[config.mk]
export PLATFORM = sky130hd
export DESIGN_NAME = mxint_stream_arbiter
export DESIGN_NICKNAME = d
export VERILOG_FILES = /design/src/rtl/mxint_stream_arbiter.sv
export SDC_FILE = /design/constraint.sdc
export NUM_CORES = 1
export LEC_CHECK = 0
export CAP_MARGIN = 20
export CORE_MARGIN = 5
export CORE_UTILIZATION = 35
export DETAILED_ROUTE_END_ITERATION = 8
export PLACE_DENSITY_LB_ADDON = 0.25
export SYNTH_ARGS = -nofsm -noshare
export SYNTH_HDL_FRONTEND = slang
export SYNTH_SLANG_ARGS = --single-unit
export TNS_END_PERCENT = 100
[constraint.sdc]
create_clock -name clk -period 2.2 [get_ports clk]
set_clock_uncertainty 0.15 [all_clocks]
set_input_delay 0.44 -clock clk [delete_from_list [all_inputs] [get_ports clk]]
set_output_delay 0.44 -clock clk [all_outputs]
set_load 0.02 [all_outputs]
[src/rtl/mxint_stream_arbiter.sv]
// Round-robin arbiter that shares one MXINT block channel (IN_NUM mantissas
// plus one shared exponent) among NUM_REQ producers. A grant lasts one burst,
// which ends on data_in_last or after MAX_BURST beats. Beats pass through a
// one-entry output register, so one beat per cycle can flow while locked.
module mxint_stream_arbiter #(
  parameter int DATA_PRECISION_0 = 8,
  parameter int DATA_PRECISION_1 = 8,
  parameter int IN_NUM           = 4,
  parameter int NUM_REQ          = 4,
  parameter int MAX_BURST        = 16
) (
  input  logic                                                  clk,
  input  logic                                                  rst,
  input  logic [NUM_REQ-1:0][IN_NUM-1:0][DATA_PRECISION_0-1:0]  mdata_in,
  input  logic [NUM_REQ-1:0][DATA_PRECISION_1-1:0]              edata_in,
  input  logic [NUM_REQ-1:0]                                    data_in_last,
  input  logic [NUM_REQ-1:0]                                    data_in_valid,
  output logic [NUM_REQ-1:0]                                    data_in_ready,
  output logic [IN_NUM-1:0][DATA_PRECISION_0-1:0]               mdata_out,
  output logic [DATA_PRECISION_1-1:0]                           edata_out,
  output logic                                                  data_out_last,
  output logic                                                  data_out_valid,
  input  logic                                                  data_out_ready,
  output logic [$clog2(NUM_REQ)-1:0]                            grant_id,
  output logic                                                  grant_active
);

  localparam int ID_W  = $clog2(NUM_REQ);
  localparam int CNT_W = (MAX_BURST > 1) ? $clog2(MAX_BURST + 1) : 1;
  localparam logic [ID_W-1:0]  RR_RST   = ID_W'(NUM_REQ - 1);
  localparam logic [CNT_W-1:0] LAST_CNT = CNT_W'(MAX_BURST - 1);

  typedef enum logic [0:0] {
    S_IDLE   = 1'b0,
    S_LOCKED = 1'b1
  } state_e;

  state_e                                 state_q, state_d;
  logic [ID_W-1:0]                        rr_ptr_q, rr_ptr_d;
  logic [ID_W-1:0]                        grant_id_q, grant_id_d;
  logic [CNT_W-1:0]                       beat_cnt_q, beat_cnt_d;
  logic [IN_NUM-1:0][DATA_PRECISION_0-1:0] mdata_q, mdata_d;
  logic [DATA_PRECISION_1-1:0]            edata_q, edata_d;
  logic                                   last_q, last_d;
  logic                                   valid_q, valid_d;

  logic                                   pick_found_s;
  logic [ID_W-1:0]                        pick_id_s;
  logic [ID_W-1:0]                        scan_id_s;
  logic                                   out_ready_int_s;
  logic                                   accept_s;
  logic                                   burst_end_s;
  logic [NUM_REQ-1:0]                     ready_s;

  // Round-robin search: first valid requester after the previous owner.
  always_comb begin
    pick_found_s = 1'b0;
    pick_id_s    = '0;
    scan_id_s    = '0;
    for (int i = 1; i <= NUM_REQ; i++) begin
      scan_id_s = ID_W'((int'(rr_ptr_q) + i) % NUM_REQ);
      if (!pick_found_s && data_in_valid[scan_id_s]) begin
        pick_found_s = 1'b1;
        pick_id_s    = scan_id_s;
      end else begin
        pick_found_s = pick_found_s;
      end
    end
  end

  // Handshake terms: the output register can take a beat when empty or draining.
  always_comb begin
    out_ready_int_s = !valid_q || data_out_ready;
    accept_s        = (state_q == S_LOCKED) && data_in_valid[grant_id_q] && out_ready_int_s;
    burst_end_s     = data_in_last[grant_id_q] || (beat_cnt_q == LAST_CNT);
    ready_s         = '0;
    if (state_q == S_LOCKED) begin
      ready_s[grant_id_q] = out_ready_int_s;
    end else begin
      ready_s = '0;
    end
  end

  // Next-state logic for the grant FSM, pointer and beat counter.
  always_comb begin
    state_d    = state_q;
    rr_ptr_d   = rr_ptr_q;
    grant_id_d = grant_id_q;
    beat_cnt_d = beat_cnt_q;
    case (state_q)
      S_IDLE: begin
        if (pick_found_s) begin
          grant_id_d = pick_id_s;
          state_d    = S_LOCKED;
        end else begin
          state_d    = S_IDLE;
        end
      end
      S_LOCKED: begin
        if (accept_s && burst_end_s) begin
          state_d    = S_IDLE;
          rr_ptr_d   = grant_id_q;
          beat_cnt_d = '0;
        end else if (accept_s) begin
          beat_cnt_d = beat_cnt_q + CNT_W'(1);
        end else begin
          beat_cnt_d = beat_cnt_q;
        end
      end
      default: begin
        state_d    = S_IDLE;
        beat_cnt_d = '0;
      end
    endcase
  end

  // Output register: load on accept, otherwise drain when downstream takes it.
  always_comb begin
    mdata_d = mdata_q;
    edata_d = edata_q;
    last_d  = last_q;
    valid_d = valid_q;
    if (accept_s) begin
      mdata_d = mdata_in[grant_id_q];
      edata_d = edata_in[grant_id_q];
      last_d  = burst_end_s;
      valid_d = 1'b1;
    end else if (data_out_ready) begin
      valid_d = 1'b0;
    end else begin
      valid_d = valid_q;
    end
  end

  // State and datapath registers; reset discards any in-flight beat.
  always_ff @(posedge clk or negedge rst) begin
    if (!rst) begin
      state_q    <= S_IDLE;
      rr_ptr_q   <= RR_RST;
      grant_id_q <= '0;
      beat_cnt_q <= '0;
      mdata_q    <= '0;
      edata_q    <= '0;
      last_q     <= 1'b0;
      valid_q    <= 1'b0;
    end else begin
      state_q    <= state_d;
      rr_ptr_q   <= rr_ptr_d;
      grant_id_q <= grant_id_d;
      beat_cnt_q <= beat_cnt_d;
      mdata_q    <= mdata_d;
      edata_q    <= edata_d;
      last_q     <= last_d;
      valid_q    <= valid_d;
    end
  end

  assign data_in_ready  = ready_s;
  assign mdata_out      = mdata_q;
  assign edata_out      = edata_q;
  assign data_out_last  = last_q;
  assign data_out_valid = valid_q;
  assign grant_id       = grant_id_q;
  assign grant_active   = (state_q == S_LOCKED);

endmodule

==> qor.txt, run 1 <==
Status: finished, final reports clean
Placed wire-length estimate: 8570 um
Total gr overflow: 0
Worst min path class: register to register
Tcrit/Tclk final: 96.9%
Setup violators final: 0
Synthesized area per cell: 15.3 um^2
Slew Limit Headroom: 67.7%
CP Max Fanout: 3
Die Span Y: 105 um
Commonest non-fill, non-tap cell in the layout: clkdlybuf4s50_1
Worst setup SP type: input port
Post-Layout Cell Count: 545
CTS tree: yes
Part of the Yosys area used for sequential elements: 41.5%
Simple-gate portion of the synthesized area: 4.62%
1st-iter DRT viols: 116
Min Tclk post-route: 2.13 ns
Fmax: 469 MHz
Clock-pin transition on the worst setup and hold timing paths: 0.09 ns
Rows: 34
Crit path arrival time: 1.54 ns
Max Slew Vio Count: 0
Final wirelength: 10,100 um
Core Util, Final: 65.1%
Post-synthesis xor/xnor area fraction: 0%
Setup ws final: 0.0681 ns
Later-pin clock latency in the skew report: 0.30 ns
Layout overhead on the synthesized area: 80.6%
DRC violations left: 0
First-pass GRT wire length: 15,700 um
Main area contributors after synthesis: dfrtp_1, mux4_2, mux2_2
Vias in the first global route: 3,126
Die area: 0.0110 mm^2
Reg-to-Reg Start: grant_id[0]
Vias: 2,790
Initial antenna violation count: 0
Post-synthesis cell type count: 33
Critical path origin: data_out_ready
Worst Path Required: 1.61 ns
Vias per cell: 5.12
Synth Area in Adders: 0.796%
Clk root buf: clkbuf_8
Share of cells above drive strength 1: 28.6%
Worst-Margin Slew: 0.480 ns
Most frequent cells in the layout: clkdlybuf4s50_1, dfrtp_1, mux2_2, mux4_2, buf_4
Place WS: -0.259 ns
Total power: 0.00698 W
Post-synthesis register bit count: 52
Placer Congestion: 0.767
CTS max path bufs: 2
CTS Sinks: 52
Setup CP Type: input port to output port
Compound-cell area share of the yosys netlist: 3.42%
Gr usage total: 17.9%
# IOs: 220
N_diodes: 0
Syn_nets: 378
Synthesized instance count: 205
Mux contribution to synthesized area: 45.9%
Largest net degree at the start of global routing: 32
Total leakage power: 2.24 nW
Final hold viol count: 0
Final ANT Viol Nets: 0
Initial core utilization: 36.0%
Yosys warns: 0
Total CTS buffers: 5
RSZ-0062 raised after global routing: no
Cell area power density: 1230 mW/mm^2
Hold_sp: beat_cnt_q[4]
DR WL/cell: 18.6 um
Dpl cells: 534
Cell type with the largest total area after synthesis: dfrtp_1
Worst Setup End Kind: output port
Die width: 105 um
Top-area cell type share of the netlist area: 39.8%
Setup tns final: 0 ns
Layout Nets: 609
Highest ir drop seen on vdd: 0.564 mV
Cell area after synthesis: 0.00314 mm^2
H-tree depth: 2
Largest family of logic cells by synthesized area: multiplexers
Max-Cap Viols: 0
Core area: 0.00872 mm^2
Buffers on Ports: 219
DR pass1 iterations: 4
## logic make-up (layout without fill, tap and decap cells)
| family | Yosys count | count (layout) |
|---|---|---|
| muxes | 86 | 86 |
| AOI/OAI and AO/OA | 16 | 16 |
| and+or+nand+nor | 27 | 27 |
| DFF | 52 | 52 |
| adders and majority gates | 2 | 2 |
| buffers and inverters | 22 | 254 |
## state kept, by name (all words and copies together) (netlist names)
signal / count
grant_id: 2
grant_active: 1
data_out_valid: 1
data_out_last: 1
rr_ptr_q: 2
mdata_out: 32
edata_out: 8
beat_cnt_q: 5
## worst max-delay path: stages
cell,delay [ns]
clkdlybuf4s50_1,0.44
nand2b_1,0.13
nand3_1,0.11
nor2_1,0.09
dlygate4sd2_1,0.33
## power by group
group / switching, W / internal (W) / leakage (nW)
combinational: 0.00195 / 0.00263 / 1.58
clock: 0.000305 / 0.000338 / 0.0552
sequential: 0.000292 / 0.00147 / 0.609
## layout make-up
cell class              count  area, um^2
flip-flops and latches     52        1310
fillers                   701        3040
clock inverters             2        35.0
clock buffers               6        72.6
repair buffers            241        2380
well taps                 108         135
multi-input cells         131        1730
inverters                   5        18.8
## per-stage QoR
stage	hold WS (ns)	instance area, um^2
2_1_floorplan	-0.00559	3150
3_3_place_gp	0.276	5550
3_5_place_dp	0.279	5550
4_1_cts	0.346	5680
5_1_grt	0.360	5680
6_report	0.341	5680
## what timing repair did
action / 4_1_cts / 5_1_grt
buffers inserted: 2 / 0
hold buffers: 1 / 0
resized for setup: 7 / 6
endpoints found under the setup margin: 6 / 3
hold endpoints to repair: 15 / 0
## per-layer routing
| metal | part of all wire (%) | global-route usage (%) | routed length, um |
|---|---|---|---|
| met5 | 0 | 0 | 0 |
| met1 | 33 | 18.3 | 3390 |
| met2 | 58 | 34.7 | 5850 |
| met3 | 7.1 | 5.24 | 718 |
| met4 | 1.7 | 5.21 | 174 |
## cells in the mapped netlist
master,n
a21oi_1,4
a221oi_1,1
a2bb2oi_1,1
a31oi_1,1
and3_1,1
buf_1,2
buf_2,4
buf_4,2
buf_6,3
clkbuf_1,6
dfrtp_1,50
dfstp_2,2
ha_1,2
inv_1,5
mux2_2,43
mux2i_1,1
mux4_1,1
mux4_2,41
nand2_1,8
nand2b_1,3
nand3_1,2
nand3_2,1
nor2_1,6
nor2b_4,1
nor3_1,2
nor4_1,1
o21a_1,1
o21ai_0,4
o21bai_1,1
o2bb2ai_1,1
o31ai_1,1
o31ai_2,1
or2_4,2
## worst paths after layout
path                                          to  slack (ns)  cells past startpoint
max in group asynchronous          beat_cnt_q[2]        0.90                      3
worst max register to register     beat_cnt_q[3]        0.17                      5
min in group asynchronous          mdata_out[25]        0.47                      2
worst min register to register     beat_cnt_q[4]        0.34                      2
worst max-delay path            data_in_ready[3]        0.07                      5
worst min-delay path               beat_cnt_q[4]        0.34                      2
Note: power is estimated with default switching activity, not from simulation.
==> run 2: changes to the inputs <==
--- a/config.mk
+++ b/config.mk
@@ -10,6 +10,7 @@
 export CORE_UTILIZATION = 35
 export DETAILED_ROUTE_END_ITERATION = 8
 export PLACE_DENSITY_LB_ADDON = 0.25
+export SETUP_SLACK_MARGIN = 0.2
 export SYNTH_ARGS = -nofsm -noshare
 export SYNTH_HDL_FRONTEND = slang
 export SYNTH_SLANG_ARGS = --single-unit
==> qor.txt, run 2 (synthesis results as in run 1) <==
Crit path arrival time: 2.07 ns (was 1.54 ns)
Critical path origin: grant_id[0] (was data_out_ready)
Cell area power density: 1280 mW/mm^2 (was 1230 mW/mm^2)
Final hold viol count: 0 (unchanged)
Setup CP Type: register to register (was input port to output port)
Layout Nets: 619 (was 609)
Commonest non-fill, non-tap cell in the layout: clkdlybuf4s50_1 (unchanged)
Min Tclk post-route: 2.04 ns (was 2.13 ns)
Placer Congestion: 0.722 (was 0.767)
Fin Hold WS: 0.00434 ns (was 0.341 ns)
Layout overhead on the synthesized area: 88.4% (was 80.6%)
Slew Limit Headroom: 57.9% (was 67.7%)
Worst Setup End Kind: register (was output port)
Final ANT Viol Nets: 0 (unchanged)
Worst-Margin Slew: 0.631 ns (was 0.480 ns)
Placed wire-length estimate: 8190 um (was 8570 um)
Gate power share: 69.7% (was 65.5%)
Die width: 105 um (unchanged)
CTS max path bufs: 2 (unchanged)
# IOs: 220 (unchanged)
Setup ws final: 0.158 ns (was 0.0681 ns)
Clk root buf: clkbuf_8 (unchanged)
DR pass1 iterations: 4 (unchanged)
Crit Reg-Reg Endpoint: mdata_out[24] (was beat_cnt_q[3])
Clock-pin transition on the worst setup and hold timing paths: 0.09 ns (about the same)
Worst setup path endpoint: mdata_out[24] (was data_in_ready[3])
Vias in the first global route: 3,218 (was 3,126)
DR WL/cell: 18.4 um (was 18.6 um)
Most frequent cells in the layout: clkdlybuf4s50_1, dfrtp_1, mux4_2, mux2_2, buf_4 (was clkdlybuf4s50_1, dfrtp_1, mux2_2, mux4_2, buf_4)
Worst Path Required: 2.23 ns (was 1.61 ns)
Reg-to-reg slack, setup: 0.16 ns (was 0.17 ns)
Die area: 0.0110 mm^2 (unchanged)
Vias: 2,824 (was 2,790)
R2R cell count: 7 (was 5)
Final Cell Area: 0.00592 mm^2 (was 0.00568 mm^2)
1st-iter DRT viols: 39 (was 116)
Setup violators final: 0 (unchanged)
Status: finished, final reports clean (unchanged)
Pint: 0.00484 W (was 0.00444 W)
Initial antenna violation count: 0 (unchanged)
Max Slew Vio Count: 0 (unchanged)
Clk pwr share: 7.0% (was 9.2%)
Total CTS buffers: 5 (unchanged)
Sw frac: 36.1% (was 36.4%)
Buffers on Ports: 219 (unchanged)
Total gr overflow: 0 (unchanged)
Total leakage power: 2.40 nW (was 2.24 nW)
Worst min path class: input port to asynchronous set/reset pin (was register to register)
DRC violations left: 0 (unchanged)
Later-pin clock latency in the skew report: 0.30 ns (about the same)
Die Span Y: 105 um (unchanged)
Reg-to-Reg Start: grant_id[0] (unchanged)
Rows: 34 (unchanged)
Max-Cap Viols: 0 (unchanged)
CP Max Fanout: 5 (was 3)
Vias per cell: 5.09 (was 5.12)
Gr usage total: 18.4% (was 17.9%)
RSZ-0062 raised after global routing: yes (was no)
N_diodes: 0 (unchanged)
Max reg flops: 32 (unchanged)
Place WS: -0.270 ns (was -0.259 ns)
CTS Sinks: 52 (unchanged)
Net switching power: 0.00274 W (was 0.00254 W)
Fmax: 490 MHz (was 469 MHz)
First-pass GRT wire length: 16,100 um (was 15,700 um)
H-tree depth: 2 (unchanged)
Largest net degree at the start of global routing: 28 (was 32)
Share of cells above drive strength 1: 32.2% (was 28.6%)
CTS tree: yes (unchanged)
Final wirelength: 10,200 um (was 10,100 um)
Highest ir drop seen on vdd: 0.552 mV (was 0.564 mV)
Core area: 0.00872 mm^2 (unchanged)
Worst setup SP type: register (was input port)
Seq pwr share: 23.3% (was 25.3%)
CTS Hold Bufs: 0 (was 1)
Setup tns final: 0 ns (unchanged)
Initial core utilization: 36.0% (unchanged)
Tcrit/Tclk final: 92.8% (was 96.9%)
Area post-placement: 0.00556 mm^2 (was 0.00555 mm^2)
-- run 2: changes by cell type in the layout (fill, tap and decap cells not counted), sizes merged, moves of 2 or more --
cell	change
dlygate4sd2	+3
buf	+15
dlymetal6s2s	+2
clkdlybuf4s50	-6
clkbuf	-2
-- run 2: how the worst min path moves through the flow --
stage | end | from | depth (start not counted)
2_1_floorplan | beat_cnt_q[0] | rst | 0
3_3_place_gp | beat_cnt_q[4] | beat_cnt_q[4] | 2
3_5_place_dp | beat_cnt_q[4] | beat_cnt_q[4] | 2
4_1_cts | edata_out[0] | rst | 1
5_1_grt | mdata_out[16] | rst | 1
6_report | mdata_out[16] | rst | 1
-- run 2: final cells by class --
cell class                 count  area [um^2]
clock buffer                   6         72.6
clock inverter                 2         12.5
fill                         644         2800
inverter                       5         18.8
multi-input combinational    131         1800
sequential                    52         1310
tap                          108          135
timing repair buffer         251         2570
-- run 2: repair_timing --
| item | CTS | global route |
|---|---|---|
| gates cloned | 3 | 0 |
| setup endpoints to repair | 54 | 49 |
| pin swaps | 2 | 2 |
| buffers inserted | 10 | 1 |
| gates resized for setup | 39 | 19 |
-- run 2: critical path, stage by stage (launching register included) --
cell     delay (ns)
dfrtp_2        0.37
buf_6          0.12
mux4_2         0.54
nand3_4        0.11
buf_6          0.14
buf_12         0.10
buf_16         0.11
mux2_4         0.29
-- run 2: power by group through the flow --
stage	Combinational [W]	Sequential, W	Clock [W]
2_1_floorplan	0.00236	0.00225	0
3_3_place_gp	0.00454	0.00180	0
3_5_place_dp	0.00461	0.00183	0
4_1_cts	0.00523	0.00175	0.000558
5_1_grt	0.00563	0.00183	0.000596
6_report	0.00529	0.00176	0.000530
-- run 2: per-stage QoR --
step / util [%] / cells / power, W
after detailed placement: 63.7 / 533 / 0.00644
after global placement: 63.7 / 533 / 0.00634
after global routing: 67.9 / 555 / 0.00805
after CTS: 67.1 / 554 / 0.00753
final: 67.9 / 555 / 0.00758
after floorplan: - / 205 / 0.00461
-- run 2: per-layer routing --
layer | GRT usage, % | up-vias | wire length, um
li1 | - | 1285 | -
met1 | 20.2 | 1408 | 3640
met2 | 34.3 | 117 | 5700
met3 | 5.30 | 14 | 672
met4 | 5.21 | 0 | 204
met5 | 0 | - | 0
